**src/rtl/pc_sequencer.sv**
```systemverilog
// Registered program-counter sequencer for the extended-MIPS core.
// Resolves status-coded branches, including multi-cycle memory-target branches with a timeout trap.
module pc_sequencer #(
    parameter int                ADDR_W     = 32,
    parameter int                INSN_STEP  = 4,
    parameter int                ALIGN_BITS = 2,
    parameter logic [ADDR_W-1:0] RESET_PC   = '0,
    parameter logic [ADDR_W-1:0] TRAP_PC    = 'h80,
    parameter int                TIMEOUT    = 15
) (
    input  logic              clk,
    input  logic              reset,
    input  logic              advance,
    input  logic [2:0]        br_op,
    input  logic              flag_n,
    input  logic              flag_z,
    input  logic [ADDR_W-1:0] reg_s,
    input  logic [ADDR_W-1:0] j_diraddr,
    input  logic [ADDR_W-1:0] mem_rdata,
    input  logic              mem_ack,
    output logic [ADDR_W-1:0] pc,
    output logic [ADDR_W-1:0] pc_plus,
    output logic              mem_req,
    output logic              stall,
    output logic              taken,
    output logic              link_we,
    output logic [ADDR_W-1:0] link_addr,
    output logic              err
);

    localparam int                CNT_W      = (TIMEOUT > 1) ? $clog2(TIMEOUT) : 1;
    localparam logic [CNT_W-1:0]  CNT_LAST   = CNT_W'(TIMEOUT - 1);
    localparam logic [ADDR_W-1:0] ALIGN_MASK = ~((ADDR_W'(1) << ALIGN_BITS) - ADDR_W'(1));

    localparam logic [2:0] OP_NONE  = 3'b000;
    localparam logic [2:0] OP_BMN   = 3'b001;
    localparam logic [2:0] OP_BRZ   = 3'b010;
    localparam logic [2:0] OP_BZ    = 3'b011;
    localparam logic [2:0] OP_JMOR  = 3'b100;
    localparam logic [2:0] OP_JALM  = 3'b101;
    localparam logic [2:0] OP_JSPAL = 3'b110;

    typedef enum logic {
        ST_RUN,
        ST_MEM_WAIT
    } state_t;

    state_t             r_state;
    logic [ADDR_W-1:0]  r_pc;
    logic [2:0]         r_op;
    logic [ADDR_W-1:0]  r_ret;
    logic [CNT_W-1:0]   r_cnt;
    logic               r_taken;
    logic               r_linkWe;
    logic [ADDR_W-1:0]  r_linkAddr;
    logic               r_err;

    state_t             w_stateNext;
    logic [ADDR_W-1:0]  w_pcNext;
    logic [2:0]         w_opNext;
    logic [ADDR_W-1:0]  w_retNext;
    logic [CNT_W-1:0]   w_cntNext;
    logic               w_takenNext;
    logic               w_linkWeNext;
    logic [ADDR_W-1:0]  w_linkAddrNext;
    logic               w_errNext;
    logic               w_enterWait;
    logic [ADDR_W-1:0]  w_pcPlus;

    assign w_pcPlus  = r_pc + ADDR_W'(INSN_STEP);
    assign pc        = r_pc;
    assign pc_plus   = w_pcPlus;
    assign mem_req   = (r_state == ST_MEM_WAIT);
    assign stall     = (r_state == ST_MEM_WAIT);
    assign taken     = r_taken;
    assign link_we   = r_linkWe;
    assign link_addr = r_linkAddr;
    assign err       = r_err;

    always_ff @(posedge clk) begin
        if (reset) begin
            r_state    <= ST_RUN;
            r_pc       <= RESET_PC;
            r_op       <= OP_NONE;
            r_ret      <= '0;
            r_cnt      <= '0;
            r_taken    <= 1'b0;
            r_linkWe   <= 1'b0;
            r_linkAddr <= '0;
            r_err      <= 1'b0;
        end else begin
            r_state    <= w_stateNext;
            r_pc       <= w_pcNext;
            r_op       <= w_opNext;
            r_ret      <= w_retNext;
            r_cnt      <= w_cntNext;
            r_taken    <= w_takenNext;
            r_linkWe   <= w_linkWeNext;
            r_linkAddr <= w_linkAddrNext;
            r_err      <= w_errNext;
        end
    end

    always_comb begin
        w_stateNext    = r_state;
        w_pcNext       = r_pc;
        w_opNext       = r_op;
        w_retNext      = r_ret;
        w_cntNext      = r_cnt;
        w_takenNext    = 1'b0;
        w_linkWeNext   = 1'b0;
        w_linkAddrNext = r_linkAddr;
        w_errNext      = r_err;
        w_enterWait    = 1'b0;

        case (r_state)
            ST_RUN: begin
                if (advance) begin
                    case (br_op)
                        OP_NONE: w_pcNext = w_pcPlus;
                        OP_BMN: begin
                            if (flag_n) w_enterWait = 1'b1;
                            else        w_pcNext    = w_pcPlus;
                        end
                        OP_BRZ: begin
                            if (flag_z) begin
                                w_pcNext    = reg_s & ALIGN_MASK;
                                w_takenNext = 1'b1;
                            end else begin
                                w_pcNext = w_pcPlus;
                            end
                        end
                        OP_BZ: begin
                            if (flag_z) begin
                                w_pcNext    = j_diraddr & ALIGN_MASK;
                                w_takenNext = 1'b1;
                            end else begin
                                w_pcNext = w_pcPlus;
                            end
                        end
                        OP_JMOR, OP_JALM, OP_JSPAL: w_enterWait = 1'b1;
                        default: begin
                            w_pcNext  = w_pcPlus;
                            w_errNext = 1'b1;
                        end
                    endcase
                end
                // The return address is captured at issue since pc_plus moves once pc redirects.
                if (w_enterWait) begin
                    w_stateNext = ST_MEM_WAIT;
                    w_opNext    = br_op;
                    w_retNext   = w_pcPlus;
                    w_cntNext   = '0;
                end
            end
            ST_MEM_WAIT: begin
                if (mem_ack) begin
                    w_pcNext    = mem_rdata & ALIGN_MASK;
                    w_stateNext = ST_RUN;
                    w_takenNext = 1'b1;
                    if (r_op == OP_JALM || r_op == OP_JSPAL) begin
                        w_linkWeNext   = 1'b1;
                        w_linkAddrNext = r_ret;
                    end
                end else if (r_cnt == CNT_LAST) begin
                    w_pcNext    = TRAP_PC;
                    w_errNext   = 1'b1;
                    w_stateNext = ST_RUN;
                    w_takenNext = 1'b1;
                end else begin
                    w_cntNext = r_cnt + CNT_W'(1);
                end
            end
            default: w_stateNext = ST_RUN;
        endcase
    end

endmodule

```
**config.mk**
```make
export PLATFORM = sky130hd
export DESIGN_NAME = pc_sequencer
export DESIGN_NICKNAME = d
export VERILOG_FILES = /design/src/rtl/pc_sequencer.sv
export SDC_FILE = /design/constraint.sdc
export NUM_CORES = 1
export LEC_CHECK = 0
export CAP_MARGIN = 20
export CORE_MARGIN = 2
export CORE_UTILIZATION = 45
export CTS_CLUSTER_DIAMETER = 50
export DETAILED_ROUTE_END_ITERATION = 10
export GPL_TIMING_DRIVEN = 0
export PLACE_DENSITY_LB_ADDON = 0.25
export SETUP_SLACK_MARGIN = 0.2
export SKIP_CTS_REPAIR_TIMING = 1
export SLEW_MARGIN = 20
export SYNTH_ARGS = -nofsm -noshare
export SYNTH_HDL_FRONTEND = slang
export SYNTH_SLANG_ARGS = --single-unit
```
**constraint.sdc**
```tcl
create_clock -name clk -period 4.4 [get_ports clk]
set_clock_uncertainty 0.15 [all_clocks]
set_input_delay 0.88 -clock clk [delete_from_list [all_inputs] [get_ports clk]]
set_output_delay 0.88 -clock clk [all_outputs]
set_load 0.02 [all_outputs]
```
; Word level (Yosys, flattened, before mapping)
; Index checks and enable logic that the tools add are counted.
[totals]
regBits = 107
latchBits = 0
ram_bits = 0
mem_bits_ro = 0
input_bits = 105
output_inout_bits = 101
wordCells = 74
memories = 0
[op_classes]
n_addsub = 2
n_mul = 0
div = 0
order_cmp = 0
eq_ne = 18
shifts = 0
muxes = 32
n_bitwise = 2
reduce_logical = 11
[ops]
columns = cell, n
row1 = $mux W32, 6
row2 = $pmux W32 S4, 1
row3 = $pmux W32 S2, 1
row4 = $add A32 B3 Y32 const B, 1
row5 = $mux W1, 16
row6 = $eq A3 B3 Y1 const B, 5
row7 = $mux W4, 3
row8 = $ne A2 B2 Y1 const B, 5
row9 = $pmux W1 S2, 4
row10 = $pmux W4 S2, 1
row11 = $reduce_and A4 Y1, 2
row12 = $reduce_or A7 Y1, 1
row13 = $eq A3 B2 Y1 const B, 2
row14 = $reduce_and A3 Y1, 2
row15 = $reduce_or A3 Y1, 2
row16 = $add A4 B1 Y4 const B, 1
row17 = $eq A4 B4 Y1 const B, 1
row18 = $ne A2 B1 Y1 const B, 2
row19 = $eq A3 B1 Y1 const B, 1
row20 = $logic_not A3 Y1, 1
row21 = $ne A3 B2 Y1 const B, 1
row22 = $ne A3 B3 Y1 const B, 1
row23 = $not A1 Y1, 2
row24 = $reduce_and A2 Y1, 1
row25 = other kinds (2), 2

; Longest topological paths before layout
[depth]
depth_word = 7
depth_mapped = 8
ltp_nobuf = 7

; Worst setup path after synthesis
; No wires, ideal clock.
[synth_path]
kind = reg2out
start = register r_pc[2] (netlist: pc[2])
end = output pc_plus[24]
arrival_ns = 2.096
required_ns = 3.370
slack_ns = 1.274
path_stages_with_launch = 6
path_cell_list = dfxtp_1 ha_1 nand3_2 nand2b_1 or3_1 xnor2_1
[synth_between]
elab_chain_cells = 1
[synth_lines]
columns = item, line
row1 = "start, declared", 49  ; logic [ADDR_W-1:0] r_pc;
row2 = "start signal, assigned", 93  ; r_pc <= w_pcNext;
row3 = $add A32 B3 Y32, 70  ; assign w_pcPlus = r_pc + ADDR_W'(INSN_STEP);
row4 = "end, declared", 22  ; output logic [ADDR_W-1:0] pc_plus,
; No other way between the ends.

; Final worst setup path
; Ends and elaborated chain as after synthesis.

==> flow_metrics.env <==
export IMPL_port_buffers=193
export IMPL_final_common_cell="clkdlybuf4s50_1"
export IMPL_start_util=0.4623
export IMPL_post_route_period_util=0.9189
export IMPL_path_class="reg -> out"
export IMPL_ir_drop_mv=0.1623
export IMPL_clkSinkCount=101
export IMPL_core_area_um2=12060
export IMPL_hold_slack_ns=0.2974
export IMPL_antenna_found_initial=0
export IMPL_total_power_uw=2429
export IMPL_required_ns=3.37
export IMPL_slowest_delay_ns=0.68
export IMPL_syn_inst=711
export IMPL_first_global_vias=6000
export IMPL_fin_crit_ns=4.043
export IMPL_slowest_stage="clkdlybuf4s50_1"
export IMPL_rsz0062_at_grt="false"
export IMPL_fin_nets=1028
export IMPL_antenna_left=0
export IMPL_cts_root_buf="clkbuf_16"
export IMPL_vias=6443
export IMPL_boundaryPins=206
export IMPL_r2r_start="mem_req$_SDFF_PP0_"
export IMPL_max_freq_ghz=0.2473
export IMPL_drtPass1Iterations=5
export IMPL_wl_um=21400
export IMPL_grt_util_all_layers=0.3188
export IMPL_synth_ff_type="dfxtp_1"
export IMPL_hold_end="link_addr[19]$_SDFFE_PP0P_"
export IMPL_cp_start_kind="flip-flop"
export IMPL_cp_arrival_ns=3.01
export IMPL_wl_per_cell_um=19.58
export IMPL_dieArea_um2=13300
export IMPL_globalRouteOverflowTotal=0
export IMPL_tightest_slew_ns=0.7978
export IMPL_worst_slew_margin_rel=0.4681
export IMPL_r2r_cells=5
export IMPL_hold_class="reg -> reg"
export IMPL_regToRegSetupSlack_ns=1.35
export IMPL_grt_pass1_wl_um=32440
export IMPL_grt_max_degree=18
export IMPL_dpl_cell_area_um2=7737
export IMPL_synth_area_um2=5577
export IMPL_viasPerCell=5.895
export IMPL_synth_ff_latch_count=101
export IMPL_fill_cells=1021
export IMPL_synth_edf_count=0
export IMPL_async_reset_ff_frac=0
export IMPL_rr_endpoint="pc[7]$_SDFFE_PP0P_"
export IMPL_drv_cap=0
export IMPL_avgSynthCellArea_um2=7.843
export IMPL_final_cell_mix="clkdlybuf4s50_1 (193), nand2_1 (111), dfxtp_1 (100)"
export IMPL_whs_path_depth=2
export IMPL_worstPathCellList="ha_1, nand3_2, nand2b_2, or3_1, xnor2_1, clkdlybuf4s50_1"
export IMPL_setup_violations=0
export IMPL_postLayoutCellArea_um2=8059
export IMPL_clockBufferDepth=2
export IMPL_cts_tree="done"
export IMPL_yosys_warnings=0
export IMPL_worstSkewPairLatency_ns=0.35
export IMPL_endpoint_kind="output pin"
export IMPL_rows=40
export IMPL_yosysSeqAreaShare=0.3626
export IMPL_hpwl_um=15710
export IMPL_critPathMaxFanout=9
export IMPL_min_delay_start="r_ret[19]$_SDFFE_PP0P_"
export IMPL_p_leak_uw=0.002873
export IMPL_die_h_um=115.3
export IMPL_drv_slew=0
export IMPL_route_detailed_drc=0
export IMPL_cts_max_level=3
export IMPL_cts_buffers=9
export IMPL_synth_cell_types=74
export IMPL_finalHoldViolations=0
export IMPL_n_antenna_cell=0
export IMPL_die_w_um=115.3
export IMPL_drt_iter0_drc=756
export IMPL_tns_ns=0
export IMPL_gp_congestion=0.9644
export IMPL_area_delta_synth_final_pct=44.51
export IMPL_path_clk_slew_ns=0.07
export IMPL_status="finished, final reports clean"
export IMPL_p_per_area_nw_per_um2=301.4
export IMPL_drive_gt1_frac=0.07027
[critical path: cells and delay by family (launching register included)]
family | cells | cell delay (ns)
flip-flops | 1 | 0.44
buffers and inverters | 1 | 0.68
XOR/XNOR | 1 | 0.25
AND/OR/NAND/NOR | 3 | 1.05
adder cells (fa/ha/maj) | 1 | 0.23
[registers in the layout, indices dropped and copies added (netlist names)]
| register | flops |
|---|---|
| err | 1 |
| pc | 30 |
| taken | 1 |
| mem_req | 1 |
| r_op | 3 |
| link_we | 1 |
| r_cnt | 4 |
| r_ret | 30 |
| link_addr | 30 |
[synthesized netlist by cell type, drive strengths merged, types with 5 or more instances]
master	n	area share
nand2	112	0.076
dfxtp	101	0.36
a21oi	71	0.064
nor2	52	0.035
clkbuf	43	0.029
o21ai	39	0.035
nor3	27	0.024
mux2i	25	0.045
buf	20	0.022
nand3	19	0.018
xnor2	16	0.025
a211oi	15	0.020
o21ba	15	0.027
inv	14	0.0094
nand4	13	0.016
xor2	12	0.019
and4	7	0.011
nor4	6	0.011
o22ai	6	0.0067
a32o	5	0.0090
o21a	5	0.0067
o31ai	5	0.0067
[kinds of logic (layout without fill, tap and decap cells)]
family	count (synthesis)	count (layout)	synth area share
simple gates	268	268	0.2322
compound gates	204	204	0.2410
flops	101	101	0.3626
buf+inv	77	286	0.05990
mux	29	29	0.05295
xor+xnor	28	28	0.04397
fa+ha+maj	3	3	0.006732
other cells	1	6	0.0006725
[report_power, final]
part	switching (uW)	internal, uW	leakage (uW)	total, uW
Sequential	51.7	959	0.000822	1010
Clock	373	479	0.000150	851
Combinational	306	261	0.00190	568
Total	731	1700	0.00287	2430
[final cells by class]
| class | count | area, um^2 | area share |
|---|---|---|---|
| repair buffers | 193 | 1932 | 0.2397 |
| flip-flops and latches | 101 | 2023 | 0.2510 |
| clock inverters | 5 | 65.06 | 0.008073 |
| multi-input cells | 538 | 3242 | 0.4023 |
| inverters | 14 | 52.55 | 0.006521 |
| plain buffers | 63 | 281.5 | 0.03493 |
| clock buffers | 11 | 252.7 | 0.03136 |
| well taps | 168 | 210.2 | 0.02608 |
[worst max path at each step]
stage               cells past startpoint     endpoint          startpoint  slack, ns
floorplan                               5  pc_plus[24]  pc[2]$_SDFFE_PP0P_       1.27
global placement                        6  pc_plus[24]  pc[2]$_SDFFE_PP0P_       0.64
detailed placement                      6  pc_plus[24]  pc[2]$_SDFFE_PP0P_       0.63
CTS                                     6  pc_plus[24]  pc[2]$_SDFFE_PP0P_       0.22
global route                            6  pc_plus[24]  pc[3]$_SDFFE_PP0P_       0.28
finish                                  6  pc_plus[24]  pc[2]$_SDFFE_PP0P_       0.36
[per-layer routing]
layer | vias up | wire, um | GRT usage
met5 | - | 0 | 0
met4 | 0 | 967 | 0.1574
met3 | 81 | 2421 | 0.04797
met1 | 2943 | 8456 | 0.4201
li1 | 2964 | - | -
met2 | 455 | 9557 | 0.5096
[metrics by stage]
stage | setup WS, ns | utilization | std cells
after global routing | 0.2783 | 0.6682 | 1093
after floorplan | 1.274 | - | 716
after detailed placement | 0.6297 | 0.6415 | 1077
final | 0.3570 | 0.6682 | 1093
after global placement | 0.6435 | 0.6415 | 1077
after CTS | 0.2235 | 0.6678 | 1093
Note: power is estimated with default switching activity, not from simulation.
